==> config.mk <==
export PLATFORM = sky130hd
export DESIGN_NAME = motor_pwm_drv
export DESIGN_NICKNAME = d
export VERILOG_FILES = /design/src/rtl/motor_pkg.sv /design/src/rtl/pwm_side.sv /design/src/rtl/motor_pwm_drv.sv
export SDC_FILE = /design/constraint.sdc
export NUM_CORES = 1
export LEC_CHECK = 0
export ABC_CLOCK_PERIOD_IN_PS = 1900
export BUFFER_PORTS_ARGS = -buffer_cell sky130_fd_sc_hd__buf_2
export CAP_MARGIN = 20
export CORE_UTILIZATION = 50
export DETAILED_ROUTE_END_ITERATION = 16
export PLACE_DENSITY = 0.8
export SETUP_SLACK_MARGIN = 0.1
export SLEW_MARGIN = 20
export SYNTH_ARGS = -nofsm -noshare
export SYNTH_HDL_FRONTEND = slang
export SYNTH_SLANG_ARGS = --single-unit
==> constraint.sdc <==
create_clock -name clk -period 1.9 [get_ports clk]
set_clock_uncertainty 0.2 [all_clocks]
set_input_delay 0.38 -clock clk [delete_from_list [all_inputs] [get_ports clk]]
set_output_delay 0.38 -clock clk [all_outputs]
set_load 0.05 [all_outputs]
==> src/rtl/motor_pkg.sv <==
// Shared types, widths and helpers for the motor PWM driver.
package motor_pkg;

    localparam int unsigned PWM_W = 10;
    localparam int unsigned CMD_W = PWM_W + 1;
    localparam logic [PWM_W-1:0] DUTY_MAX = {PWM_W{1'b1}};

    typedef enum logic {RUN, DEAD} side_state_t;

    typedef logic signed [CMD_W-1:0] drv_cmd_t;

    // Unsigned duty magnitude of a signed drive command; the most negative code saturates.
    function automatic logic [PWM_W-1:0] cmd_mag(input drv_cmd_t cmd);
        logic [PWM_W-1:0] mag;
        if (!cmd[CMD_W-1]) begin
            mag = cmd[PWM_W-1:0];
        end else if (cmd[PWM_W-1:0] == '0) begin
            mag = DUTY_MAX;
        end else begin
            mag = PWM_W'(-cmd);
        end
        return mag;
    endfunction

endpackage

==> src/rtl/pwm_side.sv <==
// One H-bridge side: command magnitude, period-boundary duty buffer,
// reversal dead-time FSM and registered forward/reverse pin drive.
module pwm_side
    import motor_pkg::*;
#(
    parameter int unsigned DEAD_PRD = 1
) (
    input  logic             clk,
    input  logic             rst_n,
    input  drv_cmd_t         cmd,
    input  logic [PWM_W-1:0] cnt,
    input  logic             latch,
    output logic             fwd,
    output logic             rev
);

    localparam int unsigned       DEAD_W    = 3;
    localparam logic [DEAD_W-1:0] DEAD_LOAD = DEAD_W'(DEAD_PRD);
    localparam logic [DEAD_W-1:0] DEAD_ONE  = DEAD_W'(1);

    side_state_t       state;
    side_state_t       state_nxt;
    logic [DEAD_W-1:0] dead_cnt;
    logic [DEAD_W-1:0] dead_nxt;
    logic [PWM_W-1:0]  duty_lat;
    logic              dir_lat;
    logic [PWM_W-1:0]  mag_c;
    logic              dir_c;
    logic              reversal_c;
    logic              pwm_raw_c;
    logic              fwd_nxt;
    logic              rev_nxt;

    // Live command decode; a reversal only matters if both old and new duty are nonzero.
    assign mag_c      = cmd_mag(cmd);
    assign dir_c      = cmd[CMD_W-1];
    assign reversal_c = (dir_c != dir_lat) && (mag_c != '0) && (duty_lat != '0);
    assign pwm_raw_c  = (cnt < duty_lat);

    // Next-state, dead counter and pin decode; state only moves at the period boundary.
    always_comb begin
        state_nxt = state;
        dead_nxt  = dead_cnt;
        fwd_nxt   = 1'b0;
        rev_nxt   = 1'b0;

        if (latch) begin
            if (state == RUN) begin
                if (reversal_c) begin
                    state_nxt = DEAD;
                    dead_nxt  = DEAD_LOAD;
                end
            end else begin
                if (reversal_c) begin
                    dead_nxt = DEAD_LOAD;
                end else begin
                    dead_nxt = dead_cnt - DEAD_ONE;
                    if (dead_cnt == DEAD_ONE) begin
                        state_nxt = RUN;
                    end
                end
            end
        end

        if (state == RUN) begin
            fwd_nxt = pwm_raw_c & ~dir_lat;
            rev_nxt = pwm_raw_c &  dir_lat;
        end
    end

    // State, double-buffered duty/direction and registered pins.
    always_ff @(posedge clk or negedge rst_n) begin
        if (!rst_n) begin
            state    <= RUN;
            dead_cnt <= '0;
            duty_lat <= '0;
            dir_lat  <= 1'b0;
            fwd      <= 1'b0;
            rev      <= 1'b0;
        end else begin
            state    <= state_nxt;
            dead_cnt <= dead_nxt;
            fwd      <= fwd_nxt;
            rev      <= rev_nxt;
            if (latch) begin
                duty_lat <= mag_c;
                dir_lat  <= dir_c;
            end
        end
    end

endmodule

==> src/rtl/motor_pwm_drv.sv <==
// Dual H-bridge PWM driver: shared PWM timebase feeding two independent sides.
module motor_pwm_drv
    import motor_pkg::*;
#(
    parameter int unsigned DEAD_PRD = 1
) (
    input  logic                    clk,
    input  logic                    rst_n,
    input  logic signed [CMD_W-1:0] lft,
    input  logic signed [CMD_W-1:0] rht,
    output logic                    fwd_lft,
    output logic                    rev_lft,
    output logic                    fwd_rht,
    output logic                    rev_rht,
    output logic                    prd_strt
);

    logic [PWM_W-1:0] cnt;
    logic             latch_c;

    assign latch_c = (cnt == DUTY_MAX);

    // Free-running period counter; prd_strt lines up with the cycle cnt holds 0.
    always_ff @(posedge clk or negedge rst_n) begin
        if (!rst_n) begin
            cnt      <= '0;
            prd_strt <= 1'b0;
        end else begin
            cnt      <= cnt + PWM_W'(1);
            prd_strt <= latch_c;
        end
    end

    pwm_side #(
        .DEAD_PRD (DEAD_PRD)
    ) u_side_lft (
        .clk   (clk),
        .rst_n (rst_n),
        .cmd   (lft),
        .cnt   (cnt),
        .latch (latch_c),
        .fwd   (fwd_lft),
        .rev   (rev_lft)
    );

    pwm_side #(
        .DEAD_PRD (DEAD_PRD)
    ) u_side_rht (
        .clk   (clk),
        .rst_n (rst_n),
        .cmd   (rht),
        .cnt   (cnt),
        .latch (latch_c),
        .fwd   (fwd_rht),
        .rev   (rev_rht)
    );

endmodule

==> qor.csv, run 1 <==
stage,metric,value,unit
floorplanning,coreArea,5640,sq um
logic_synthesis,yosysSeqAreaShare,37.7,%
sta,drv_slew,0,
logic_synthesis,synth_cells,333,
sta,fin_tns_setup,-2.94,ns
global_route,grtUsageMet2,47.9,%
status,outcome,"complete, but fails checks",
logic_synthesis,netlist_area,2980,sq um
sta,max_freq,0.444,GHz
global_route,antenna_found_initial,0,
route,vias_per_cell,5.93,
clocking,cts_root_buffer,clkbuf_8,
setup_path,path_cells,"buf_6, or4_4, or3_1, or3_1, o211ai_2, a31oi_4, or2_1",
setup_path,critPathCaptureType,flip-flop,
power_and_ir_drop,p_sw_share,26.3,%
clocking,ctsLongestPathBuffers,2,
layout,mostFrequentLayoutCell,buf_4,
setup_path,cpMostUsedCell,or3_1,
power_and_ir_drop,p_per_area,459,nW/um^2
logic_synthesis,yosysUniqueCellTypes,55,
power_and_ir_drop,combPwrFrac,18.8,%
route,first_pass_iters,5,
floorplanning,fp.dieH,79.3,um
route,totalWireLength,8.93,mm
logic_synthesis,ys_warn_count,0,
logic_synthesis,syn_area_per_cell,8.96,sq um
status,violations,setup timing,
setup_path,r2r_start,cnt[1]$_DFF_PN0_,
setup_path,cpPeakStageDelay,0.55,ns
sta,tightest_slew,0.401,ns
route,avgRoutedWirePerCell,17.4,um
layout,n_antenna_cell,0,
layout,final_util,75.2,%
global_route,met3_usage,4.83,%
clocking,h-tree-depth,2,
setup_path,start_kind,input port,
layout,layout_common_cells,"buf_4, dfrtp_1, inv_1",
placed_design,place_hpwl,5.83,mm
clocking,cts_buffers,5,
logic_synthesis,synthArstFlopShare,100,%
layout,layout.nets,489,
floorplanning,ios,29,
setup_path,cpMaxStageDelayCell,or4_4,
setup_path,endpoint,u_side_lft.dead_cnt[0]$_DFFE_PN0P_,
global_route,first_global_vias,2989,
setup_path,r2r_cells,8,
power_and_ir_drop,p_int,1430,uW
floorplanning,dieArea,6280,sq um
clocking,clock_latency,0.31,ns
sta,rsz0062_at_grt,true,
global_route,grt.total_usage,29.2,%
global_route,grt_pass1_wl,14.1,mm
setup_path,crit_required,1.90,ns
global_route,busiest_layer,met2,
sta,relSlewSlack,73.0,%
clocking,clock-sinks,45,
route,via_count,3038,
route,drt_iter0_markers,249,
sta,finalHoldViolCount,0,
logic_synthesis,synth_edf_count,0,
power_and_ir_drop,clock_power_share,31.4,%
power_and_ir_drop,power_switching,512,uW
job,max_cap_viol_count,0,
floorplanning,die_w,79.3,um
global_route,overflow,0,
power_and_ir_drop,p_seq_share,49.7,%
setup_path,setup.worst_path.start,lft[3],
sta,setup_violations,23,
route,drc_errors,0,
floorplanning,start_util,52.9,%
global_route,grt_max_degree,46,
logic_synthesis,synth_ff_type,dfrtp_1,
setup_path,cp_num_buf_inv,1,
min_path,hold_class,in2reg,
clocking,clk_pin_slew,0.08,ns
setup_path,crit_family,simple AND/OR/NAND/NOR gates,
logic_synthesis,synthesis.nets,382,
sta,layout_min_cycle_time,2.25,ns
setup_path,crit_cells,7,
setup_path,crit_type,in2reg,
setup_path,crit_arrival,2.25,ns
power_and_ir_drop,p_leak,0.00205,uW
sta,setup_ws,-0.354,ns
power_and_ir_drop,peakVddDrop,0.510,mV
sta,period_share,119,%
placed_design,place_congestion,0.828,
route,ant_nets,0,
setup_path,ff2ff_setup_slack,-0.13,ns
placed_design,io_buffers,28,
setup_path,cp_max_fo,4,
floorplanning,rows,27,
layout,area_growth,42.1,%
layout,fillers,325,
layout,drive_gt1_share,37.7,%
clocking,tritoncts,done,
setup_path,r2r-end,u_side_rht.dead_cnt[0]$_DFFE_PN0P_,
logic_synthesis,ys_seq_elements,45,
global_route,met1_usage,37.2,%
[flip-flops by register name, indices dropped and copies added, names as in the netlist, 3 cells and up]
signal,flops
u_side_lft.duty_lat,10
u_side_rht.duty_lat,10
cnt,10
u_side_lft.dead_cnt,3
u_side_rht.dead_cnt,3
[cells by family after synthesis]
group	after synthesis	share of synthesized area, %
simple gates	106	18.4
compound gates	84	19.2
buf+inv	46	6.12
flops	45	37.7
xor+xnor	25	7.34
fa+ha+maj	25	10.5
mux	2	0.713
[per-layer routing]
metal | wire length [um] | vias up
li1 | - | 1409
met1 | 3640 | 1452
met2 | 4440 | 142
met3 | 499 | 35
met4 | 348 | 0
met5 | 0 | -
[what timing repair did]
item,in CTS,in global routing
buffers inserted,8,7
endpoints found under the setup margin,29,32
hold endpoints to repair,45,0
hold buffers,1,0
resized for setup,53,19
pin swaps,25,9
[power groups by stage]
stage	clock (uW)	combinational [uW]	sequential, uW
final	612	366	968
after global placement	0	287	986
after detailed placement	0	296	986
after CTS	617	339	967
after global routing	665	391	968
after floorplan	0	135	989
[area by class of cell]
type | count | area (sq um) | area share (%)
inverters | 32 | 128 | 3.01
multi-input cells | 242 | 1940 | 45.6
clock buffers | 6 | 82.6 | 1.95
clock inverters | 1 | 7.51 | 0.177
flip-flops and latches | 45 | 1130 | 26.5
well taps | 72 | 90.1 | 2.12
repair buffers | 114 | 872 | 20.6
[cells in the mapped netlist (2+ instances only)]
library cell  instances  share of area [%]
nor4_1                6                1.3
nor3_1                5               0.84
nand3_1              16                2.7
inv_1                32                4.0
a21o_1                4                1.0
or3_1                 3               0.63
and3_1                3               0.63
o31a_1                4                1.2
xor2_1                5                1.5
buf_1                 2               0.25
nand4_1               6                1.3
a311oi_1              2               0.59
nor2b_1               2               0.42
a21boi_0              3               0.75
nor4b_1               2               0.59
o211a_1               2               0.67
buf_2                 2               0.34
o21a_1                2               0.50
nand3b_1              4                1.0
and2_1                2               0.42
o2111ai_1             2               0.59
a31oi_1              10                2.1
o21ai_0              26                4.4
o32ai_1               2               0.59
a211oi_1              3               0.75
dfrtp_1              45                 38
nor2_1               26                3.3
a21oi_1              12                2.0
clkbuf_1              9                1.1
ha_1                 25                 10
nand2b_1              3               0.63
nand2_1              21                2.6
xnor2_1              20                5.9
[worst reg2reg max path, cell delays in order (launching register included)]
cell	delay, ns
dfrtp_1	0.46
ha_2	0.28
nand4_1	0.10
buf_4	0.18
inv_2	0.07
buf_4	0.18
nand2_1	0.16
xnor2_2	0.23
nand2b_4	0.06
[worst min-delay path by stage]
stage | start | to | slack, ns | cells past startpoint
finish | lft[0] | u_side_lft.duty_lat[0]$_DFFE_PN0P_ | 0.22 | 4
global placement | rst_n | u_side_rht.duty_lat[3]$_DFFE_PN0P_ | 0.17 | 2
CTS | lft[0] | u_side_lft.duty_lat[0]$_DFFE_PN0P_ | 0.21 | 4
global route | lft[0] | u_side_lft.duty_lat[0]$_DFFE_PN0P_ | 0.25 | 4
detailed placement | rst_n | u_side_rht.duty_lat[3]$_DFFE_PN0P_ | 0.18 | 2
floorplan | rst_n | cnt[0]$_DFF_PN0_ | -0.12 | 0
[per-stage QoR]
stage / setup slack, ns / cell area (sq um) / hold slack (ns) / power (uW) / cells
final: -0.354 / 4240 / 0.216 / 1950 / 512
after global routing: -0.422 / 4240 / 0.248 / 2020 / 512
after CTS: -0.319 / 4090 / 0.206 / 1920 / 506
after detailed placement: -0.721 / 3740 / 0.178 / 1280 / 491
after global placement: -0.623 / 3740 / 0.170 / 1270 / 491
after floorplan: -0.566 / 3040 / -0.116 / 1120 / 333
(Power assumes the default switching activity.)
==> run 2: changes to the inputs <==
Settings changed: PLACE_DENSITY 0.8 to 0.72.
==> run 2 against run 1 <==
Compared with the run above: the flow still finishes with violations (setup timing); first-iteration DRC count is 61% lower; routed wire length decreased by 18%; cell area decreased by 2.2%; fmax grew 0.62%; via count down 8.1%; sequential cell count did not move; sequential power about the same; critical endpoint unchanged; largest power group unchanged.
==> qor.csv, run 2 (synthesized netlist as in run 1, its figures left out) <==
stage,metric,value,unit,change
status,outcome,"complete, but fails checks",,unchanged
status,violations,setup timing,,unchanged
placed_design,io_buffers,28,,unchanged
power_and_ir_drop,peakVddDrop,0.327,mV,was 0.510 mV
global_route,antenna_found_initial,0,,unchanged
sta,period_share,118,%,was 119%
global_route,grt_pass1_wl,12.8,mm,was 14.1 mm
floorplanning,dieArea,6280,sq um,unchanged
global_route,first_global_vias,2789,,was 2989
min_path,whs_path_depth,4,,unchanged
layout,fin_cells,504,,was 512
setup_path,start_kind,input port,,unchanged
setup_path,r2r-end,u_side_lft.dead_cnt[2]$_DFFE_PN0P_,,was u_side_rht.dead_cnt[0]$_DFFE_PN0P_
route,ant_nets,0,,unchanged
placed_design,place_congestion,0.883,,was 0.828
floorplanning,rows,27,,unchanged
clocking,clock_latency,0.31,ns,about the same
placed_design,dp_slack,-0.709,ns,was -0.721 ns
layout,top_regs,"cnt (10), u_side_lft.duty_lat (10), u_side_rht.duty_lat (10)",,unchanged
clocking,clk_pin_slew,0.09,ns,was 0.08 ns
setup_path,setup.worst_path.start,lft[1],,was lft[3]
power_and_ir_drop,p_per_area,461,nW/um^2,was 459 nW/um^2
clocking,tritoncts,done,,unchanged
layout,regArea,1130,sq um,about the same
floorplanning,die_w,79.3,um,unchanged
route,drt_iter0_markers,96,,was 249
global_route,grt_max_degree,22,,was 46
layout,drive_gt1_share,37.3,%,was 37.7%
setup_path,crit_type,in2reg,,unchanged
clocking,cts_root_buffer,clkbuf_8,,unchanged
route,vias_per_cell,5.54,,was 5.93
sta,setup_ws,-0.341,ns,was -0.354 ns
power_and_ir_drop,p_leak,0.00199,uW,was 0.00205 uW
min_path,hold_class,in2reg,,unchanged
layout,multi_input_area,1920,sq um,was 1940 sq um
route,drc_errors,0,,unchanged
placed_design,place_inst,485,,was 491
floorplanning,coreArea,5640,sq um,unchanged
layout,area_growth,39.1,%,was 42.1%
clocking,h-tree-depth,2,,unchanged
layout,final_util,73.6,%,was 75.2%
route,totalWireLength,7.32,mm,was 8.93 mm
sta,tightest_slew,0.485,ns,was 0.401 ns
layout,n_antenna_cell,0,,unchanged
job,max_cap_viol_count,0,,unchanged
setup_path,r2r_start,cnt[6]$_DFF_PN0_,,was cnt[1]$_DFF_PN0_
route,via_count,2792,,was 3038
sta,layout_min_cycle_time,2.24,ns,was 2.25 ns
sta,max_freq,0.446,GHz,was 0.444 GHz
setup_path,cp_max_fo,4,,unchanged
setup_path,ff2ff_setup_slack,0.02,ns,was -0.13 ns
sta,drv_slew,0,,unchanged
sta,rsz0062_at_grt,true,,unchanged
floorplanning,ios,29,,unchanged
layout,layout_common_cells,"buf_4, dfrtp_1, inv_1, nor2_1, buf_2",,"was buf_4, dfrtp_1, inv_1"
floorplanning,start_util,52.9,%,unchanged
placed_design,place_hpwl,5.47,mm,was 5.83 mm
setup_path,critPathCaptureType,flip-flop,,unchanged
setup_path,crit_required,1.89,ns,was 1.90 ns
route,avgRoutedWirePerCell,14.5,um,was 17.4 um
layout,mostFrequentLayoutCell,buf_4,,unchanged
sta,finalHoldViolCount,0,,unchanged
sta,relSlewSlack,66.8,%,was 73.0%
setup_path,endpoint,u_side_lft.dead_cnt[0]$_DFFE_PN0P_,,unchanged
clocking,clock-sinks,45,,unchanged
route,first_pass_iters,4,,was 5
setup_path,crit_arrival,2.23,ns,was 2.25 ns
setup_path,r2r_cells,9,,was 8
layout,layout.nets,480,,was 489
clocking,ctsLongestPathBuffers,2,,unchanged
sta,setup_violations,17,,was 23
clocking,cts_buffers,5,,unchanged
global_route,overflow,0,,unchanged
floorplanning,fp.dieH,79.3,um,unchanged
global_route,grt.total_usage,26.1,%,was 29.2%
layout,fillers,403,,was 325
-- run 2: changes by cell type in the layout (fill, tap and decap cells not counted), sizes merged --
| cell | previous run | this run |
|---|---|---|
| clkbuf | 6 | 5 |
| buf | 113 | 104 |
| inv | 32 | 33 |
| clkinv | 0 | 1 |
-- run 2: worst max-delay path, cell delays in order --
cell and delay (ns):
buf_8 0.11, or4_4 0.53, or3_4 0.40, or3_1 0.32
o211ai_2 0.10, a31oi_4 0.14, or2_1 0.24
-- run 2: power breakdown --
part           switching (uW)  internal (uW)
clock network             342            261
logic                     168            175
registers                3.81            963
total                     514           1400
-- run 2: cell type report --
cell class | instances | share of cell area [%]
clock inverters | 3 | 0.513
flip-flops and latches | 45 | 27.2
multi-input cells | 242 | 46.2
inverters | 32 | 3.20
well taps | 72 | 2.17
clock buffers | 5 | 1.66
repair buffers | 105 | 19.1
-- run 2: per-stage QoR --
stage	cell area (sq um)	hold WS (ns)	total power [uW]	setup TNS, ns
3_3_place_gp	3690	0.150	1280	-9.60
5_1_grt	4150	0.275	1990	-3.44
4_1_cts	4030	0.210	1910	-2.09
3_5_place_dp	3690	0.157	1280	-10.83
6_report	4150	0.228	1910	-2.38
2_1_floorplan	3040	-0.116	1120	-5.46
-- run 2: worst min path at each step --
stage,endpoint,start,slack (ns)
final,u_side_lft.duty_lat[0]$_DFFE_PN0P_,lft[0],0.23
after global routing,u_side_lft.duty_lat[0]$_DFFE_PN0P_,lft[0],0.28
after CTS,u_side_lft.duty_lat[0]$_DFFE_PN0P_,lft[0],0.21
after detailed placement,u_side_lft.rev$_DFF_PN0_,rst_n,0.16
after global placement,u_side_lft.rev$_DFF_PN0_,rst_n,0.15
after floorplan,cnt[0]$_DFF_PN0_,rst_n,-0.12
-- run 2: repair_timing --
action | CTS | global route
setup buffers | 7 | 3
endpoints found under the hold margin | 18 | 0
hold buffers | 1 | 0
endpoints found under the setup margin | 22 | 23
resized for setup | 37 | 25
pin swaps | 16 | 13
-- run 2: layer usage --
metal | up-vias | track usage [%] | share of wire (%)
li1 | 1384 | - | -
met1 | 1330 | 32.7 | 45
met2 | 61 | 45.3 | 50
met3 | 17 | 3.56 | 2.7
met4 | 0 | 9.82 | 2.4
met5 | - | 0 | 0
